**src/rtl/mux_scan_ctrl_if.sv**
```systemverilog
// rtl/mux_scan_ctrl_if.sv - bundle of the scan sequencer's mux-side and word-output signals
// master is the sequencer; slave is the mux/consumer side.
interface mux_scan_ctrl_if #(
  parameter int N_CH  = 8,
  parameter int SEL_W = 3
);
  logic             start;
  logic             mux_y;
  logic             mux_enable;
  logic [SEL_W-1:0] mux_sel;
  logic [N_CH-1:0]  data_out;
  logic             data_valid;
  logic             data_ready;
  logic             busy;

  modport master (
    input  start, mux_y, data_ready,
    output mux_enable, mux_sel, data_out, data_valid, busy
  );

  modport slave (
    output start, mux_y, data_ready,
    input  mux_enable, mux_sel, data_out, data_valid, busy
  );
endinterface

```
**src/rtl/mux_scan_ctrl.sv**
```systemverilog
// rtl/mux_scan_ctrl.sv - walks an N_CH:1 mux select, samples y per channel, emits one word
// Each channel gets SETTLE idle cycles after sel changes before y is captured.
module mux_scan_ctrl #(
  parameter int N_CH   = 8,
  parameter int SEL_W  = 3,
  parameter int SETTLE = 1
) (
  input logic           clk,
  input logic           rst_n,
  mux_scan_ctrl_if.master bus
);

  localparam logic [1:0]       S_IDLE   = 2'd0;
  localparam logic [1:0]       S_SCAN   = 2'd1;
  localparam logic [1:0]       S_HOLD   = 2'd2;
  localparam logic [3:0]       SETTLE_C = 4'(SETTLE);
  localparam logic [SEL_W-1:0] LAST_SEL = SEL_W'(N_CH - 1);

  logic [1:0]       state;
  logic [3:0]       cnt;
  logic [SEL_W-1:0] sel;
  logic [N_CH-2:0]  shadow;
  logic [N_CH-1:0]  word;
  logic             valid;

  always_ff @(posedge clk or negedge rst_n) begin
    if (!rst_n) begin
      state  <= S_IDLE;
      cnt    <= '0;
      sel    <= '0;
      shadow <= '0;
      word   <= '0;
      valid  <= 1'b0;
    end else begin
      case (state)
        S_IDLE: begin
          if (bus.start) begin
            state <= S_SCAN;
            sel   <= '0;
            cnt   <= '0;
          end
        end
        S_SCAN: begin
          if (cnt == SETTLE_C) begin
            cnt <= '0;
            // The last channel goes straight into the word; shadow only holds the rest.
            if (sel == LAST_SEL) begin
              word  <= {bus.mux_y, shadow};
              valid <= 1'b1;
              state <= S_HOLD;
              sel   <= '0;
            end else begin
              for (int i = 0; i < N_CH - 1; i++) begin
                if (sel == SEL_W'(i)) shadow[i] <= bus.mux_y;
              end
              sel <= sel + SEL_W'(1);
            end
          end else begin
            cnt <= cnt + 4'd1;
          end
        end
        S_HOLD: begin
          if (bus.data_ready) begin
            valid <= 1'b0;
            state <= bus.start ? S_SCAN : S_IDLE;
            sel   <= '0;
            cnt   <= '0;
          end
        end
        default: begin
          state <= S_IDLE;
          sel   <= '0;
          cnt   <= '0;
          valid <= 1'b0;
        end
      endcase
    end
  end

  assign bus.mux_enable = (state == S_SCAN);
  assign bus.mux_sel    = sel;
  assign bus.data_out   = word;
  assign bus.data_valid = valid;
  assign bus.busy       = (state == S_SCAN) || (state == S_HOLD);

endmodule

```
**src/flat_wrapper.sv**
```systemverilog
// flat-port wrapper written by rule: the top's interface ports become plain ports
module mux_scan_ctrl_flat 
#(
  parameter int N_CH   = 8,
  parameter int SEL_W  = 3,
  parameter int SETTLE = 1
)
  (clk, rst_n, bus_start, bus_mux_y, bus_data_ready, bus_mux_enable, bus_mux_sel, bus_data_out, bus_data_valid, bus_busy);
  mux_scan_ctrl_if #(.N_CH(N_CH), .SEL_W(SEL_W)) bus_i ();
  input logic clk;
  input logic rst_n;
  input wire logic [$bits(bus_i.start)-1:0] bus_start;
  input wire logic [$bits(bus_i.mux_y)-1:0] bus_mux_y;
  input wire logic [$bits(bus_i.data_ready)-1:0] bus_data_ready;
  output wire logic [$bits(bus_i.mux_enable)-1:0] bus_mux_enable;
  output wire logic [$bits(bus_i.mux_sel)-1:0] bus_mux_sel;
  output wire logic [$bits(bus_i.data_out)-1:0] bus_data_out;
  output wire logic [$bits(bus_i.data_valid)-1:0] bus_data_valid;
  output wire logic [$bits(bus_i.busy)-1:0] bus_busy;
  assign bus_i.start = bus_start;
  assign bus_i.mux_y = bus_mux_y;
  assign bus_i.data_ready = bus_data_ready;
  assign bus_mux_enable = bus_i.mux_enable;
  assign bus_mux_sel = bus_i.mux_sel;
  assign bus_data_out = bus_i.data_out;
  assign bus_data_valid = bus_i.data_valid;
  assign bus_busy = bus_i.busy;
  mux_scan_ctrl #(.N_CH(N_CH), .SEL_W(SEL_W), .SETTLE(SETTLE)) u_core (.clk(clk), .rst_n(rst_n), .bus(bus_i));
endmodule
```
**config.mk**
```make
export PLATFORM = sky130hd
export DESIGN_NAME = mux_scan_ctrl_flat
export DESIGN_NICKNAME = d
export VERILOG_FILES = /design/src/rtl/mux_scan_ctrl_if.sv /design/src/rtl/mux_scan_ctrl.sv /design/src/flat_wrapper.sv
export SDC_FILE = /design/constraint.sdc
export NUM_CORES = 1
export LEC_CHECK = 0
export BUFFER_PORTS_ARGS = -buffer_cell sky130_fd_sc_hd__buf_2
export CELL_PAD_IN_SITES_DETAIL_PLACEMENT = 2
export CELL_PAD_IN_SITES_GLOBAL_PLACEMENT = 2
export CORE_ASPECT_RATIO = 2
export CORE_MARGIN = 4
export CORE_UTILIZATION = 30
export CTS_BUF_LIST = sky130_fd_sc_hd__clkbuf_4 sky130_fd_sc_hd__clkbuf_8 sky130_fd_sc_hd__clkbuf_16
export DETAILED_ROUTE_END_ITERATION = 6
export PLACE_DENSITY_LB_ADDON = 0.1
export SYNTH_ARGS = -nofsm -noshare
export SYNTH_HDL_FRONTEND = slang
export SYNTH_SLANG_ARGS = --single-unit
```
**constraint.sdc**
```tcl
create_clock -name clk -period 2.1 [get_ports clk]
set_clock_uncertainty 0.05 [all_clocks]
set_input_delay 0.21 -clock clk [delete_from_list [all_inputs] [get_ports clk]]
set_output_delay 0.21 -clock clk [all_outputs]
set_load 0.005 [all_outputs]
```
Yosys cells after proc, flatten, opt, wreduce, memory -nomap -nowiden:

Index checks and enable logic that the tools add are counted.

* register bits after elaboration: 25
* bits of input ports: 5

* $add $sub $neg: 2
* eq/ne operators: 14
* multiplexer cells: 19
* bitwise gates (word level): 2
* reductions and logical operators: 15

Operator list (count)
* AND reduction 4 bit: 9
* == test 3 bit, second input constant: 4
* 2-to-1 mux 3 bit: 4
* 2-to-1 mux 4 bit: 3
* one-hot mux 4 bit (3 select lines): 1
* one-hot mux 3 bit (3 select lines): 1
* 2-to-1 mux 2 bit: 4
* == test 3 x 2 -> 1 bit, second input constant: 2
* one-hot mux 2 bit (3 select lines): 1
* AND reduction 3 bit: 2
* adder 4 x 1 -> 4 bit, second input constant: 1
* == test 4 x 1 -> 1 bit, second input constant: 1
* 2-to-1 mux 1 bit: 4
* != test 2 x 1 -> 1 bit, second input constant: 2
* != test 2 bit, second input constant: 2
* adder 3 x 1 -> 3 bit, second input constant: 1
* == test 3 x 1 -> 1 bit, second input constant: 1
* logical NOT 3 bit: 1
* one-hot mux 1 bit (3 select lines): 1
* == test 2 x 1 -> 1 bit, second input constant: 1
* == test 2 bit, second input constant: 1
* logical NOT 2 bit: 1
* NOT 1 bit: 2
* AND reduction 2 bit: 1
* logical OR 1 bit: 1

Longest topological paths before layout:

Gate-level depths: netlist of the first run.

* word-level depth: 4
* gate-level depth with buffers: 7
* gate-level depth less buffers: 5

Worst setup path before layout of the first run:

No wires, ideal clock.

* path type: register -> register
* start point: register u_core.cnt[1]
* end point: register u_core.state[0]
* setup time: 0.125 ns
* arrival: 1.733 ns
* slack: 0.192 ns
* stages on the path, launching flop included: 6
* clock period less this slack: 1.908 ns
* cells stage by stage: dfrtp_1 inv_1 ha_1 or3b_4 a2111oi_4 mux2_4

* longest elaborated chain between the ends: 3

Ends and longest elaborated chain
* start: declaration: line mux_scan_ctrl.sv:20 `logic [3:0] cnt;`
* start signal: assignment: line mux_scan_ctrl.sv:59 `cnt <= cnt + 4'd1;`
* == test 4 x 1 -> 1 bit: line mux_scan_ctrl.sv:44 `if (cnt == SETTLE_C) begin`
* != test 2 x 1 -> 1 bit (no line)
* AND reduction 4 bit (no line)
* end signal: assignment: line mux_scan_ctrl.sv:65 `state <= bus.start ? S_SCAN : S_IDLE;`
* end: declaration: line mux_scan_ctrl.sv:19 `logic [1:0] state;`

Every way passes these cells.
A chain may end at the register's enable or synchronous reset.

Worst setup path in the final report of the first run:

Same ends and word-level chain as after synthesis.

==> results of run 1 <==
per-layer routing:
| metal | global-route usage [%] | share of wire, % | up-vias |
|---|---|---|---|
| li1 | - | - | 432 |
| met1 | 12.0 | 35 | 465 |
| met2 | 24.1 | 60 | 15 |
| met3 | 1.75 | 3.1 | 4 |
| met4 | 5.81 | 1.7 | 0 |
| met5 | 0 | 0 | - |
worst paths after layout:
check	from	endpoint	slack, ps	cells after the start
worst max register to register	u_core.cnt[1]	u_core.state[0]	90	5
max in group asynchronous	rst_n	u_core.state[1]	1210	2
worst min register to register	u_core.shadow[3]	u_core.shadow[3]	440	1
worst max-delay path	u_core.cnt[1]	u_core.state[0]	90	5
min in group asynchronous	rst_n	u_core.bus.data_out[6]	420	2
worst min-delay path	bus_mux_y	u_core.shadow[3]	230	2
cell families (layout without fill, tap and decap cells):
logic type,Yosys count,count (layout)
AOI/OAI and AO/OA,15,15
adders and majority gates,14,14
buffers and inverters,11,35
DFF,25,25
muxes,18,18
and+or+nand+nor,24,24
report_power, final:
| group | switching, mW | total, mW | internal [mW] | leakage [nW] |
|---|---|---|---|---|
| registers | 0.0696 | 0.633 | 0.564 | 0.330 |
| clock network | 0.147 | 0.295 | 0.148 | 0.0262 |
| logic | 0.360 | 0.706 | 0.345 | 0.437 |
| total | 0.576 | 1.63 | 1.06 | 0.794 |
synthesized netlist by cell type, types with 2 or more instances:
master,n,share of area [%]
sky130_fd_sc_hd__and3_1,2,0.92
sky130_fd_sc_hd__buf_2,2,0.74
sky130_fd_sc_hd__clkbuf_1,2,0.55
sky130_fd_sc_hd__dfrtp_1,25,46
sky130_fd_sc_hd__ha_1,14,13
sky130_fd_sc_hd__inv_1,7,1.9
sky130_fd_sc_hd__mux2_1,12,10
sky130_fd_sc_hd__mux2_2,3,2.5
sky130_fd_sc_hd__mux2_4,2,2.2
sky130_fd_sc_hd__nand2_1,3,0.83
sky130_fd_sc_hd__nand2b_1,2,0.92
sky130_fd_sc_hd__nand4b_1,3,1.9
sky130_fd_sc_hd__nand4bb_1,2,1.7
sky130_fd_sc_hd__nor2b_1,4,1.8
sky130_fd_sc_hd__o21ai_0,3,1.1
sky130_fd_sc_hd__o22ai_1,2,0.92
sky130_fd_sc_hd__o31ai_1,2,1.1
sky130_fd_sc_hd__o41ai_1,2,1.3
state kept, by name, summed over array words and instances, names as in the netlist:
name,cells
u_core.bus.data_out,8
u_core.shadow,7
u_core.cnt,4
u_core.bus.mux_sel,3
u_core.bus.data_valid,1
u_core.state,2
repair_timing:
action                                  CTS  global route
endpoints found under the setup margin    0             2
hold endpoints to repair                 25             0
gates resized for setup                   0             1
hold buffers                              1             0
buffers inserted                          0             0
per-stage QoR:
stage               util, %  power (mW)  cells
floorplan                 -        1.12    107
global placement       35.3        1.34    180
detailed placement     35.3        1.37    180
CTS                    36.6        1.68    185
global route           36.7        1.78    185
finish                 36.7        1.63    185
cell type report:
cell class / count / area, µm² / area share (%)
flip-flops and latches: 25 / 626 / 39.3
clock buffers: 4 / 48.8 / 3.06
well taps: 54 / 67.6 / 4.24
repair buffers: 24 / 138 / 8.64
multi-input cells: 71 / 687 / 43.1
inverters: 7 / 26.3 / 1.65
critical path, cell delays in order (launching register included):
cell	delay [ps]
sky130_fd_sc_hd__dfrtp_1	420
sky130_fd_sc_hd__inv_1	70
sky130_fd_sc_hd__ha_1	160
sky130_fd_sc_hd__or3b_4	430
sky130_fd_sc_hd__a2111oi_4	430
sky130_fd_sc_hd__mux2_4	330
cells in the final DEF, fill, tap and decap left out, types with 5 or more instances in the layout:
cell	count
sky130_fd_sc_hd__buf_4	5
sky130_fd_sc_hd__dfrtp_1	25
sky130_fd_sc_hd__inv_1	7
sky130_fd_sc_hd__ha_1	14
sky130_fd_sc_hd__mux2_1	12
sky130_fd_sc_hd__buf_2	18
==> run_results.csv, run 1 <==
group,metric,value,unit
cts,htree_levels,1,
sta,max-slew-margin-rel,61.8,%
cts,cts_buffers,3,
logic_synthesis,synth-xor-area-share,0,%
cts,cts.reportedPaths.clkPinSlew,90,ps
power,vdd.ir_drop.worst,0.563,mV
layout,finalNetCount,151,
floorplanning,core.rowCount,34,
placement,gp_congestion,0.785,
layout,flow.area_growth_from_synthesis,17.7,%
logic_synthesis,synth_seq_area_share,46.2,%
status,run_status,"complete, no violations",
logic_synthesis,synth.net_count,126,
layout,post-route-cell-area,1590,µm²
logic_synthesis,count_of_cell_types_in_the_netlist,33,
worst_hold_path,holdCritPathClass,"input port to flop",
logic_synthesis,synth_top_family_by_area,"multiplexers",
critical_path,worstSetupStartpointType,"flop",
sta,final.setup.tns,0,ps
placement,dp_worst_setup_slack,93.2,ps
cts,clk_root_buffer_cell,"sky130_fd_sc_hd__clkbuf_8",
logic_synthesis,synthMuxAreaShare,15.4,%
sta,setup_repair_after_global_routing_missed_its_margin,"no",
sta,final-setup-viol-count,0,
sta,worst_margin_pin_slew,573,ps
sta,period_needed,2010,ps
logic_synthesis,synth-compound-area-share,9.43,%
routing,drt-wirelength-per-cell,16.6,µm
grt,grt_overflow_total,0,
logic_synthesis,yosys_warnings,0,
floorplanning,floorplan_die_height,103,µm
routing,route.vias.total,916,
grt,global_route_wire_length_before_repair,5.39,mm
floorplanning,pin_count,19,
logic_synthesis,synth-simple-area-share,12.8,%
layout,final.fill_count,482,
logic_synthesis,post_synth_fa_ha_maj_area_fraction,12.9,%
sta,layout_setup_ws,94.8,ps
sta,finalHoldWorstSlack,227,ps
placement,port_buffers,18,
routing,remaining_drc_errors,0,
logic_synthesis,synth-edff-count,0,
run,max-cap-violations,0,
cts,cts.sink_count,25,
floorplanning,die_area,5720,µm²
routing,antenna_left,0,
floorplanning,start_util,31.2,%
layout,antenna_cells,0,
layout,layout-drive-gt1-share,27.5,%
critical_path,cp.arrival,2110,ps
grt,first_global_vias,1099,
cts,clk_path_buf_depth,2,
routing,route.final.wire_length,3.07,mm
floorplanning,die_width,55.5,µm
floorplanning,core-area,4340,µm²
critical_path,timing.critical_path.required,2200,ps
logic_synthesis,ys.flop_type,"sky130_fd_sc_hd__dfrtp_1",
logic_synthesis,number_of_register_bits_inferred_by_synthesis,25,
sta,report.final.slew_viol_count,0,
grt,number_of_antenna_violations_at_the_first_check_in_global_routing,0,
routing,detail_route.vias_per_cell,4.95,
logic_synthesis,postSynthAreaPerCell,12.7,µm²
routing,first_pass_detailed_route_iteration_total,4,
cts,tritoncts,"done",
sta,hold_viol_final,0,
critical_path,element_type_at_the_critical_path_end,"flop",
sta,layout_worst_path_cycle_share,95.5,%
logic_synthesis,async_set_or_reset_flop_fraction_in_the_synthesized_netlist,100,%
placement,dpl.hpwl,2.54,mm
critical_path,worst-setup-path-type,"flop to flop",
routing,detailedRoute.firstIterationViolations,7,
grt,total_global_route_track_usage,12.1,%
placement,total_placed_instance_area,1530,µm²
critical_path,path_max_fanout,5,
logic_synthesis,netlist_instances,107,
power,power.static_leakage,0.794,nW
logic_synthesis,post_syn_area,1350,µm²
cts,clk_latency,260,ps
grt,grt_max_degree,26,
power,power_density,1030,nW/µm²
sta,fmax,499,MHz
Power figures use the tool's default switching activity.
==> run 2: changes to the inputs <==
- CELL_PAD_IN_SITES_DETAIL_PLACEMENT: 2 -> default
- CELL_PAD_IN_SITES_GLOBAL_PLACEMENT: 2 -> default
- PLACE_DENSITY_LB_ADDON: 0.1 -> default
==> run_results.csv, run 2 (synthesized netlist as in run 1, its figures left out) <==
group,metric,value,unit
status,run_status,"complete, no violations",
sta,setup_repair_after_global_routing_missed_its_margin,"no",
placement,port_buffers,18,
grt,number_of_antenna_violations_at_the_first_check_in_global_routing,0,
cts,htree_levels,1,
floorplanning,core.rowCount,34,
floorplanning,core-area,4340,µm²
power,vdd.ir_drop.worst,0.557,mV
critical_path,r2r_end,"u_core.state[1]",
worst_hold_path,holdCritPathClass,"input port to flop",
routing,route.vias.total,912,
cts,cts_buffers,3,
cts,cts.sink_count,25,
critical_path,critical_path.reg2reg.startpoint,"u_core.cnt[1]",
layout,layout-drive-gt1-share,26.2,%
run,max-cap-violations,0,
critical_path,element_type_at_the_critical_path_end,"flop",
sta,worst_margin_pin_slew,728,ps
worst_hold_path,timing.hold.worst_endpoint,"u_core.shadow[3]",
sta,hold_viol_final,0,
sta,fmax,503,MHz
critical_path,path_max_fanout,5,
critical_path,crit_path_top_delay_cell,"sky130_fd_sc_hd__or3b_4",
floorplanning,pin_count,19,
cts,cts.reportedPaths.clkPinSlew,80,ps
critical_path,path_cells,"inv_1 > ha_1 > or3b_4 > a2111oi_4 > mux2_4",
critical_path,timing.critical_path.required,2210,ps
sta,period_needed,1990,ps
critical_path,cp_top_family,"simple AND/OR/NAND/NOR gates",
power,power_density,1010,nW/µm²
sta,report.final.slew_viol_count,0,
layout,flow.area_growth_from_synthesis,16.7,%
placement,total_placed_instance_area,1520,µm²
grt,first_global_vias,1003,
routing,detailedRoute.firstIterationViolations,17,
floorplanning,floorplan_die_height,103,µm
power,power.static_leakage,0.787,nW
routing,first_pass_detailed_route_iteration_total,4,
routing,antenna_left,0,
floorplanning,die_width,55.5,µm
grt,grt_overflow_total,0,
worst_hold_path,worstHoldStart,"bus_mux_y",
routing,remaining_drc_errors,0,
routing,drt-wirelength-per-cell,14.5,µm
layout,largest_register_ffs,8,
sta,final.setup.tns,0,ps
routing,detail_route.vias_per_cell,4.96,
layout,finalNetCount,150,
critical_path,worstSetupStartpointType,"flop",
critical_path,cpPeakStageDelay,440,ps
routing,route.final.wire_length,2.67,mm
cts,cts_resized,0,
sta,layout_worst_path_cycle_share,94.7,%
sta,max-slew-margin-rel,51.4,%
critical_path,critical_path_buf_inv_count,1,
critical_path,timing.reg2reg.setup_slack,110,ps
worst_hold_path,worst_hold_path.num_cells,2,
layout,layout_commonest_cell,"sky130_fd_sc_hd__dfrtp_1",
placement,gp_congestion,0.779,
sta,final-setup-viol-count,0,
layout,final_cell_mix,"sky130_fd_sc_hd__dfrtp_1 (25), sky130_fd_sc_hd__buf_2 (18), sky130_fd_sc_hd__ha_1 (14), sky130_fd_sc_hd__mux2_1 (12), sky130_fd_sc_hd__inv_1 (7)",
grt,global_route_wire_length_before_repair,4.54,mm
critical_path,worst-setup-path-type,"flop to flop",
grt,total_global_route_track_usage,10.2,%
layout,post-route-cell-area,1580,µm²
grt,grt_max_degree,26,
floorplanning,start_util,31.2,%
cts,clk_path_buf_depth,2,
floorplanning,die_area,5720,µm²
layout,final.fill_count,463,
cts,clk_latency,270,ps
cts,tritoncts,"done",
cts,cts_setup_buffers,0,
placement,dpl.hpwl,2.10,mm
cts,clk_root_buffer_cell,"sky130_fd_sc_hd__clkbuf_8",
critical_path,rr_worst_depth,5,
layout,antenna_cells,0,
critical_path,cp.arrival,2100,ps
run 2: worst register-to-register path: stages, from the launching register on:
cell and delay [ps]:
sky130_fd_sc_hd__dfrtp_1 420, sky130_fd_sc_hd__inv_1 70, sky130_fd_sc_hd__ha_1 180, sky130_fd_sc_hd__or3b_4 440
sky130_fd_sc_hd__a2111oi_4 390, sky130_fd_sc_hd__mux2_4 330
run 2: per-stage QoR:
step	hold slack, ps	utilization (%)	instances	power, mW	setup WS (ps)
floorplan	-136	-	107	1.12	192
global placement	180	35.1	179	1.30	165
detailed placement	187	35.1	179	1.32	94.3
CTS	214	36.4	184	1.61	80.5
global route	228	36.4	184	1.73	28.6
finish	217	36.4	184	1.59	111
run 2: cell type report:
| type | count | area [µm²] | area share, % |
|---|---|---|---|
| sequential | 25 | 626 | 39.6 |
| inverter | 7 | 26.3 | 1.66 |
| clock buffer | 3 | 41.3 | 2.61 |
| timing repair buffer | 23 | 130 | 8.23 |
| tap | 54 | 67.6 | 4.28 |
| clock inverter | 1 | 5.00 | 0.317 |
| multi-input combinational | 71 | 684 | 43.3 |
run 2: how the worst max path moves through the flow:
stage | startpoint | endpoint | depth (start not counted)
finish | u_core.cnt[1] | u_core.state[1] | 5
floorplan | u_core.cnt[1] | u_core.state[0] | 5
global route | u_core.state[1] | u_core.state[1] | 5
CTS | u_core.cnt[1] | u_core.state[1] | 5
detailed placement | u_core.cnt[1] | u_core.state[1] | 5
global placement | u_core.cnt[1] | u_core.state[1] | 5
run 2: timing repair:
action,in CTS,in global routing
setup endpoints to repair,0,2
hold buffers,1,0
endpoints found under the hold margin,25,0
run 2: power by group:
group	switching [mW]	internal [mW]	total, mW
Sequential	0.0733	0.564	0.637
Combinational	0.342	0.333	0.675
Clock	0.147	0.133	0.280
run 2: routing by layer:
layer	vias to the layer above	wire [µm]	GRT usage, %
li1	435	-	-
met1	444	953	9.11
met2	26	1520	20.4
met3	7	109	1.63
met4	0	87	6.55
met5	-	0	0
